==> config.mk <==
export PLATFORM = sky130hd
export DESIGN_NAME = reorder_retire_buff
export DESIGN_NICKNAME = d
export VERILOG_FILES = /design/src/rtl/reorder_retire_buff_pkg.sv /design/src/rtl/reorder_retire_buff_ptr_ctrl.sv /design/src/rtl/reorder_retire_buff.sv
export SDC_FILE = /design/constraint.sdc
export NUM_CORES = 1
export LEC_CHECK = 0
export BUFFER_PORTS_ARGS = -buffer_cell sky130_fd_sc_hd__buf_4
export CAP_MARGIN = 20
export CORE_UTILIZATION = 57
export DETAILED_ROUTE_END_ITERATION = 10
export MAX_ROUTING_LAYER = met4
export PLACE_DENSITY_LB_ADDON = 0.2
export SYNTH_ARGS = -nofsm -noshare
export SYNTH_HDL_FRONTEND = slang
export SYNTH_SLANG_ARGS = --single-unit
==> constraint.sdc <==
create_clock -name clock -period 4.5 [get_ports clock]
set_input_delay 0.225 -clock clock [delete_from_list [all_inputs] [get_ports clock]]
set_output_delay 0.225 -clock clock [all_outputs]
set_load 0.005 [all_outputs]
==> src/rtl/reorder_retire_buff_pkg.sv <==
// Shared types and helpers for the reorder/retire buffer.
package reorder_retire_buff_pkg;

  // Wide carrier for pointer arithmetic so one helper serves every tag width.
  localparam int PTR_MAX_W = 16;
  typedef logic [PTR_MAX_W-1:0] ptr_wide_t;

  // Per-slot status: alloc = slot owned by an in-flight op, done = result written.
  typedef struct packed {
    logic alloc;
    logic done;
  } slot_stat_t;

  // Explicit wrap so non-power-of-two slot counts advance correctly.
  function automatic ptr_wide_t ptr_wrap_inc(input ptr_wide_t ptr, input ptr_wide_t last);
    return (ptr == last) ? '0 : ptr + 1'b1;
  endfunction

endpackage

==> src/rtl/reorder_retire_buff_ptr_ctrl.sv <==
// Alloc/head pointers and occupancy count for the reorder/retire buffer.
module reorder_ptr_ctrl
  import reorder_retire_buff_pkg::*;
#(
  parameter int NUM_ENTRY = 4,
  parameter int WIDTH_TAG = 2
) (
  input  logic                 clock,
  input  logic                 reset,
  input  logic                 clr_i,
  input  logic                 alloc_inc_i,
  input  logic                 head_inc_i,
  output logic [WIDTH_TAG-1:0] aptr_o,
  output logic [WIDTH_TAG-1:0] hptr_o,
  output logic                 full_o,
  output logic                 empty_o
);

  typedef logic [WIDTH_TAG-1:0] tag_t;
  typedef logic [WIDTH_TAG:0]   cnt_t;

  localparam ptr_wide_t LAST     = ptr_wide_t'(NUM_ENTRY - 1);
  localparam cnt_t      CNT_FULL = cnt_t'(NUM_ENTRY);

  tag_t aptr_q, aptr_d;
  tag_t hptr_q, hptr_d;
  cnt_t cnt_q, cnt_d;

  // Next pointer/count values; simultaneous alloc and retire keep the count.
  always_comb begin
    aptr_d = aptr_q;
    hptr_d = hptr_q;
    cnt_d  = cnt_q;
    if (alloc_inc_i) aptr_d = tag_t'(ptr_wrap_inc(ptr_wide_t'(aptr_q), LAST));
    if (head_inc_i)  hptr_d = tag_t'(ptr_wrap_inc(ptr_wide_t'(hptr_q), LAST));
    if (alloc_inc_i && !head_inc_i)      cnt_d = cnt_q + 1'b1;
    else if (!alloc_inc_i && head_inc_i) cnt_d = cnt_q - 1'b1;
  end

  // Pointer/count registers; clear wins over any same-cycle strobe.
  always_ff @(posedge clock or posedge reset) begin
    if (reset) begin
      aptr_q <= '0;
      hptr_q <= '0;
      cnt_q  <= '0;
    end else if (clr_i) begin
      aptr_q <= '0;
      hptr_q <= '0;
      cnt_q  <= '0;
    end else begin
      aptr_q <= aptr_d;
      hptr_q <= hptr_d;
      cnt_q  <= cnt_d;
    end
  end

  assign aptr_o  = aptr_q;
  assign hptr_o  = hptr_q;
  assign full_o  = (cnt_q == CNT_FULL);
  assign empty_o = (cnt_q == '0);

endmodule

==> src/rtl/reorder_retire_buff.sv <==
// In-order allocate / out-of-order complete / in-order retire buffer.
// Handshake: O_Valid is raised whenever the head slot holds a result; the
// result leaves on any cycle where O_Valid=1 and I_Nack=0, otherwise
// O_Valid and O_Data hold.
module reorder_retire_buff
  import reorder_retire_buff_pkg::*;
#(
  parameter  int NUM_ENTRY  = 4,
  parameter  int WIDTH_DATA = 32,
  localparam int WIDTH_TAG  = $clog2(NUM_ENTRY)
) (
  input  logic                  clock,
  input  logic                  reset,
  input  logic                  I_Clr,
  input  logic                  I_Alloc,
  output logic                  O_Alloc_Ack,
  output logic [WIDTH_TAG-1:0]  O_Tag,
  input  logic                  I_Cmp_We,
  input  logic [WIDTH_TAG-1:0]  I_Cmp_Tag,
  input  logic [WIDTH_DATA-1:0] I_Cmp_Data,
  output logic                  O_Valid,
  output logic [WIDTH_DATA-1:0] O_Data,
  input  logic                  I_Nack,
  output logic                  O_Full,
  output logic                  O_Empty,
  output logic                  O_Err
);

  typedef logic [WIDTH_TAG-1:0] tag_t;

  slot_stat_t            stat_q [NUM_ENTRY];
  slot_stat_t            stat_d [NUM_ENTRY];
  logic [WIDTH_DATA-1:0] data_q [NUM_ENTRY];

  tag_t       aptr, hptr;
  logic       full, empty;
  logic       ack, retire, cmp_ok;
  slot_stat_t cmp_stat;
  logic       err_q, err_d;

  reorder_ptr_ctrl #(
    .NUM_ENTRY (NUM_ENTRY),
    .WIDTH_TAG (WIDTH_TAG)
  ) u_ptr (
    .clock       (clock),
    .reset       (reset),
    .clr_i       (I_Clr),
    .alloc_inc_i (ack),
    .head_inc_i  (retire),
    .aptr_o      (aptr),
    .hptr_o      (hptr),
    .full_o      (full),
    .empty_o     (empty)
  );

  // No bypass from a same-cycle retire: a full buffer refuses allocation.
  assign ack         = I_Alloc & ~full;
  assign O_Alloc_Ack = ack;
  assign O_Tag       = aptr;
  assign O_Full      = full;
  assign O_Empty     = empty;
  assign O_Valid     = stat_q[hptr].alloc & stat_q[hptr].done;
  assign O_Data      = data_q[hptr];
  assign retire      = O_Valid & ~I_Nack;
  assign O_Err       = err_q;

  // Look up the completion target; tags past the last slot read as unallocated.
  always_comb begin
    cmp_stat = '0;
    for (int i = 0; i < NUM_ENTRY; i++) begin
      if (I_Cmp_Tag == tag_t'(i)) cmp_stat = stat_q[i];
    end
  end

  // A completion is legal only into an allocated, not-yet-done slot.
  assign cmp_ok = I_Cmp_We & cmp_stat.alloc & ~cmp_stat.done;
  assign err_d  = err_q | (I_Cmp_We & ~cmp_ok);

  // Slot status next-state; alloc, retire and completion always hit distinct slots.
  always_comb begin
    for (int i = 0; i < NUM_ENTRY; i++) begin
      stat_d[i] = stat_q[i];
      if (ack && aptr == tag_t'(i)) begin
        stat_d[i].alloc = 1'b1;
        stat_d[i].done  = 1'b0;
      end else if (retire && hptr == tag_t'(i)) begin
        stat_d[i] = '0;
      end else if (cmp_ok && I_Cmp_Tag == tag_t'(i)) begin
        stat_d[i].done = 1'b1;
      end
    end
  end

  // Slot status and sticky error registers; clear discards everything in flight.
  always_ff @(posedge clock or posedge reset) begin
    if (reset) begin
      for (int i = 0; i < NUM_ENTRY; i++) stat_q[i] <= '0;
      err_q <= 1'b0;
    end else if (I_Clr) begin
      for (int i = 0; i < NUM_ENTRY; i++) stat_q[i] <= '0;
      err_q <= 1'b0;
    end else begin
      for (int i = 0; i < NUM_ENTRY; i++) stat_q[i] <= stat_d[i];
      err_q <= err_d;
    end
  end

  // Result storage is not reset; it is only observed behind a done bit.
  always_ff @(posedge clock) begin
    for (int i = 0; i < NUM_ENTRY; i++) begin
      if (cmp_ok && I_Cmp_Tag == tag_t'(i)) data_q[i] <= I_Cmp_Data;
    end
  end

endmodule

* Word-level counts from Yosys, hierarchy flattened
Memory sizes are Yosys's and may differ from the RTL's. Index checks and enable logic that the tools add are counted.
Operators by class: add/sub/neg operators 4, bitwise operators 12, magnitude comparators 1, mux-type cells 51, reduce and logical (&&, ||, !) cells 34, eq/ne operators 10
Operators with widths (count):
- $mux W32 | 3
- $reduce_or A32 Y1 | 3
- $mux W2 | 19
- $mux W1 | 24
- $reduce_bool A4 Y1 | 4
- $reduce_bool A3 Y1 | 5
- $logic_and A1 B1 Y1 | 14
- $eq A2 B2 Y1 const B | 6
- $mux W3 | 3
- $mux W8 | 1
- $and A1 B1 Y1 | 6
- $eq A2 B1 Y1 const B | 3
- $logic_not A2 Y1 | 3
- $add A2 B1 Y2 const B | 2
- $bmux W2 S2 | 1
- $not A1 Y1 | 4
- $reduce_bool A2 Y1 | 2
- $add A3 B1 Y3 const B | 1
- $eq A3 B3 Y1 const B | 1
- $ge A3 B3 Y1 const B | 1
- $logic_not A3 Y1 | 1
- $not A2 Y3 | 1
- $sub A3 B1 Y3 const B | 1
- $logic_not A1 Y1 | 2
- $or A1 B1 Y1 | 1
Storage, ports and cells: memories kept 1, memory bits (writable) 128, word-level logic and storage cells 125, register bits 16, output and inout bits 39
Memories:
- data_q | depth 4, bits a word 32, rd ports 1, clocked after memory_dff 0, write ports 1, RTL line reorder_retire_buff.sv:33 | logic [WIDTH_DATA-1:0] data_q [NUM_ENTRY];

* Logic depth before layout (Yosys ltp)
depth after elaboration 14, gate-level depth with buffers 10

* Hierarchy
A second synthesis with hierarchy kept.
Unflattened totals: cells, all modules 274, area total of the unflattened synthesis 5642.9 um^2
By module, submodules not included:
- reorder_retire_buff | area each 5263.8 um^2, times used 1, cells each 237, seq. area each 4068.9 um^2
- reorder_ptr_ctrl | area each 379.1 um^2, times used 1, cells each 37, seq. area each 175.2 um^2

* Worst setup path before layout
OpenSTA, ideal clock, no wires.
path kind register -> register, start point register stat_q[3] (netlist name), end point register stat_q[2] (netlist name), path slack 0.325 ns, cell stages (with the launch flop) 5, period minus slack after synthesis 4.175 ns, data arrival time 4.048 ns, buffers on the path 0, path through dfrtp_1 -> inv_1 -> nor4_1 -> nor2_1 -> a2111oi_0
Between the ends: cells in the longest elaborated chain, start to end 9
RTL lines:
- $bmux W2 S2 | RTL line reorder_retire_buff.sv:62 | assign O_Valid = stat_q[hptr].alloc & stat_q[hptr].done;
- $mux W2 (2 in series)
- $and A1 B1 Y1 | RTL line reorder_retire_buff.sv:62
- $and A1 B1 Y1 | RTL line reorder_retire_buff.sv:64 | assign retire = O_Valid & ~I_Nack;
- $logic_and A1 B1 Y1 | RTL line reorder_retire_buff.sv:86 | end else if (retire && hptr == tag_t'(i)) begin
- $mux W1 | RTL line reorder_retire_buff.sv:86
- $mux W2 | RTL line reorder_retire_buff.sv:83 | if (ack && aptr == tag_t'(i)) begin
- $mux W8 | RTL line reorder_retire_buff.sv:99 | end else if (I_Clr) begin
Parallel ways exist; a longest one is shown, timed or not. The select of a mux whose other input is x is not followed. A chain may end at the register's enable or synchronous reset.

* Final worst setup path
start point register u_ptr.hptr_q[1], in the netlist u_ptr.hptr_o[1], end point register u_ptr.cnt_q[2]
Between the ends: cells in the longest elaborated chain, start to end 10
RTL lines:
- from (decl) | RTL line reorder_retire_buff_ptr_ctrl.sv:26 | tag_t hptr_q, hptr_d;
- from (signal assigned) | RTL line reorder_retire_buff_ptr_ctrl.sv:52 | hptr_q <= hptr_d;
- $not A2 Y3 (not written as such) * | RTL line reorder_retire_buff.sv:62
- $bmux W2 S2 * | RTL line reorder_retire_buff.sv:62
- $mux W2 (not written as such) * (2 in series) | RTL line reorder_retire_buff.sv:62
- $and A1 B1 Y1 * | RTL line reorder_retire_buff.sv:62
- $and A1 B1 Y1 * | RTL line reorder_retire_buff.sv:64
- $logic_not A1 Y1 | RTL line reorder_retire_buff_ptr_ctrl.sv:36 | if (alloc_inc_i && !head_inc_i) cnt_d = cnt_q + 1'b1;
- $logic_and A1 B1 Y1 | RTL line reorder_retire_buff_ptr_ctrl.sv:36
- $mux W3 | RTL line reorder_retire_buff_ptr_ctrl.sv:36
- $mux W3 | RTL line reorder_retire_buff_ptr_ctrl.sv:46 | end else if (clr_i) begin
- to (signal assigned) | RTL line reorder_retire_buff_ptr_ctrl.sv:53 | cnt_q <= cnt_d;
- to (decl) | RTL line reorder_retire_buff_ptr_ctrl.sv:27 | cnt_t cnt_q, cnt_d;
Every way passes the cells marked *; elsewhere a longest branch is shown, timed or not. The select of a mux whose other input is x is not followed.

==> results.txt <==
- Global routing finished with a remaining overflow of 0.
- Post-synthesis instance area: 0.00572 sq mm
- Worst min-delay path endpoint: O_Err
- Clock Tree Root: clkbuf_8
- The floorplan step defined a die boundary enclosing 0.0104 sq mm.
- The count of nets left with antenna violations once routing finished came out at 0.
- Placed inst area: 0.00646 sq mm
- Synthesis handed over a netlist of 296 instances.
- Count of buffers added by post-CTS timing repair for setup: 0
- Routability congestion estimate from global placement: 0.869
- Across the VDD grid, the largest voltage drop is 263 uV.
- The commonest cells after synthesis are edfxtp_1 (128), mux4_2 (33), dfrtp_1 (16).
* Average routed wire per standard cell: 19.3 microns
- Summed over all nets, the switching power comes to 666 uW.
- Antenna violations before repair: 0
- The average instance in the mapped netlist occupies 19.3 sq um.
* Drt via density: 5.67
- In this run, synthesis produced a sequential element count of 144.
* Portion of the post-synthesis area used by sequential elements: 74.2%
- Number of global-route vias before repair: 3,190
- The worst setup path is launched from a flip-flop.
* Area growth syn-to-layout: 29.4%
- Number of cells traversed by the worst hold path: 3
- Distinct cells, synth: 41
* Wirelength, routed: 10,800 microns
- Setup repair after global routing missed its margin: no
- The analysis attributes to cell leakage a power of 2.60 nW.
- Critical path data required time: 4.87 ns
- Number of synthesis warnings: 0
- Cell count of the worst reg-to-reg path: 9
* DRC violations left: 0
* Net count, final: 465
- In this run the biggest area consumer among cell types represents 67.2% of the synthesized area.
* Skew-Pair Late Insertion Delay: 0.50 ns
- Worst-case hold slack: 0.0280 ns
- Total track usage: 23.3%
- Min cycle time layout: 2.95 ns
- Count of standard-cell rows: 36
- Core area: 0.00973 sq mm
- Total via count after detailed routing: 3,173
- The largest total area in the synthesized netlist belongs to edfxtp_1.
- Pre-antenna DRT Iters: 4
- CP max FO: 9
* Number of hold buffers added after CTS: 33
* Count of pins over their slew limit: 0
- Share of cells above drive strength 1: 35.6%
- Buffer depth of the longest clock path: 2
* Clk network pwr share: 45.1%
- Final setup violation count: 0
* Maxcap violations: 0
- In the post-synthesis netlist, the cell with the most instances is edfxtp_1.
- Endpoint of the worst register-to-register path: u_ptr.cnt_q[2]
- Combinational cell fraction of total power: 7.2%
- Count of pins on the block boundary: 79
- In this run the horizontal extent of the chip is 102 microns.
* TNS Setup: 0 ns
- The HPWL after detailed placement is 5960 microns.
* Cells resized by post-CTS repair: 0
- Capturing element type of the critical path: flip-flop
* Fraction of power spent switching nets: 21.0%
* Global-route wire length before repair: 16,700 microns
* Post-synth EDFFs: 128
- Buffers inserted during clock tree synthesis total 17.
- Entering global routing, the biggest net connects 37 pins.
* Hold Crit Class: in2reg
- The share of total power dissipated in sequential elements is 47.7%.
- Starting density of the core: 58.8%
* Actual slew at the worst max-slew pin: 1.06 ns
* Post-route standard cell area excluding fillers: 0.00740 sq mm
- The final count of hold timing violations came to 0.
- Share of flip-flops with an asynchronous set or reset: 11.1%
- Yosys attributes the largest share of cell area to edfxtp_1 (67%), mux4_2 (13%), dfrtp_1 (7.0%), ha_1 (1.8%), nand3_1 (0.88%).
- The die is 102 microns tall.
- Power per cell area: 429 mW/mm^2
- R2R Path Start: u_ptr.hptr_o[1]
- Arrival time at the worst endpoint: 3.32 ns
* FMAX: 339 MHz
- Post-Syn Nets: 345
- Worst rel slew slack: 29.1%
- Once layout is complete, the utilization of the core stands at 76.0%.
- TritonCTS Sinks: 144
- Port buffering added 78 buffers.
- The repair_antennas step left the layout with diodes totalling 0.
* H-tree level count: 4
* Power Internal: 2.50 mW
* Top_reg_cell synth: edfxtp_1
* Status: finished, final reports clean
* Register-to-register setup slack: 1.55 ns
- The startpoint identified for the worst hold timing path is I_Cmp_We.
* Clock transition at the register clock pins on the worst setup and hold paths after CTS: 0.06 ns
- DRC violation total after the first TritonRoute iteration: 137
- The critical path is of the reg2reg type.
- Clock Skew: 0.00922 ns
* Fin crit share: 65.5%
* CTS tree: built
## final cells by class
cell class / count / area [sq um]
clock buffer: 18 / 418
clock inverter: 12 / 184
fill: 574 / 2330
inverter: 15 / 57.6
multi-input combinational: 124 / 1390
sequential: 144 / 4250
tap: 133 / 166
timing repair buffer: 114 / 938
## cell families after synthesis
group	Yosys count	share of synthesized area [%]
AO/OA/AOI/OAI	30	3.79
buffers and inverters	28	2.04
adder cells (fa/ha/maj)	9	2.10
multiplexers	33	13.0
flip-flops	144	74.2
AND/OR/NAND/NOR	52	4.84
## critical path: stages (launching register included)
cell and delay (ns):
dfrtp_2 0.41, inv_2 0.08, mux4_2 0.62, nor2_1 0.37
nor2_1 0.12, fa_1 0.55, and3b_1 0.23, a31oi_1 0.17
o311a_1 0.20, nand3_1 0.08
## routing by layer
layer / part of all wire (%) / vias to the layer above / GRT usage (%)
met2: 51 / 113 / 36.1
met5: 0 / - / -
met4: 0.74 / 0 / 8.35
met1: 43 / 1615 / 30.5
li1: - / 1439 / -
met3: 4.8 / 6 / 5.61
## cell usage in the layout, fill, tap and decap left out, types with 3 or more instances in the layout
| master | Yosys | final |
|---|---|---|
| mux4_2 | 33 | 33 |
| a21oi_1 | 7 | 7 |
| clkbuf_16 | 0 | 16 |
| nand2_1 | 13 | 13 |
| inv_1 | 12 | 12 |
| dlygate4sd3_1 | 0 | 33 |
| nand3_1 | 10 | 10 |
| inv_6 | 0 | 3 |
| nand2b_1 | 3 | 3 |
| nor3_1 | 3 | 3 |
| nor2_1 | 7 | 5 |
| dfrtp_1 | 16 | 14 |
| edfxtp_1 | 128 | 128 |
| o2111a_1 | 3 | 3 |
| o21ai_0 | 6 | 6 |
| ha_1 | 8 | 8 |
| buf_4 | 1 | 81 |
| bufinv_16 | 0 | 4 |
## state kept, by name (all words and copies together), names as in the netlist
name          cells
O_Err             1
u_ptr.aptr_o      2
u_ptr.hptr_o      2
stat_q            8
data_q          128
u_ptr.cnt_q       3
## how the worst max path moves through the flow
stage,slack (ns),depth (start not counted),from,end
global placement,1.71,9,u_ptr.hptr_o[1],u_ptr.cnt_q[2]
CTS,1.58,9,u_ptr.hptr_o[1],u_ptr.cnt_q[2]
finish,1.55,9,u_ptr.hptr_o[1],u_ptr.cnt_q[2]
global route,1.38,9,u_ptr.hptr_o[1],u_ptr.cnt_q[2]
floorplan,0.32,4,stat_q[3],stat_q[2]
detailed placement,1.61,9,u_ptr.hptr_o[1],u_ptr.cnt_q[2]
## power groups by stage
stage | clock, mW | combinational, mW | sequential [mW]
2_1_floorplan | 0 | 0.106 | 1.53
3_3_place_gp | 0 | 0.197 | 1.54
3_5_place_dp | 0 | 0.205 | 1.54
4_1_cts | 1.43 | 0.229 | 1.51
5_1_grt | 1.51 | 0.253 | 1.52
6_report | 1.43 | 0.228 | 1.51
## through the flow
stage                     instances  power (mW)  setup slack [ns]
after detailed placement        497        1.74              1.61
after CTS                       560        3.17              1.58
final                           560        3.17              1.55
after global placement          497        1.73              1.71
after global routing            560        3.28              1.38
after floorplan                 296        1.64             0.325
Note: power is estimated with default switching activity, not from simulation.
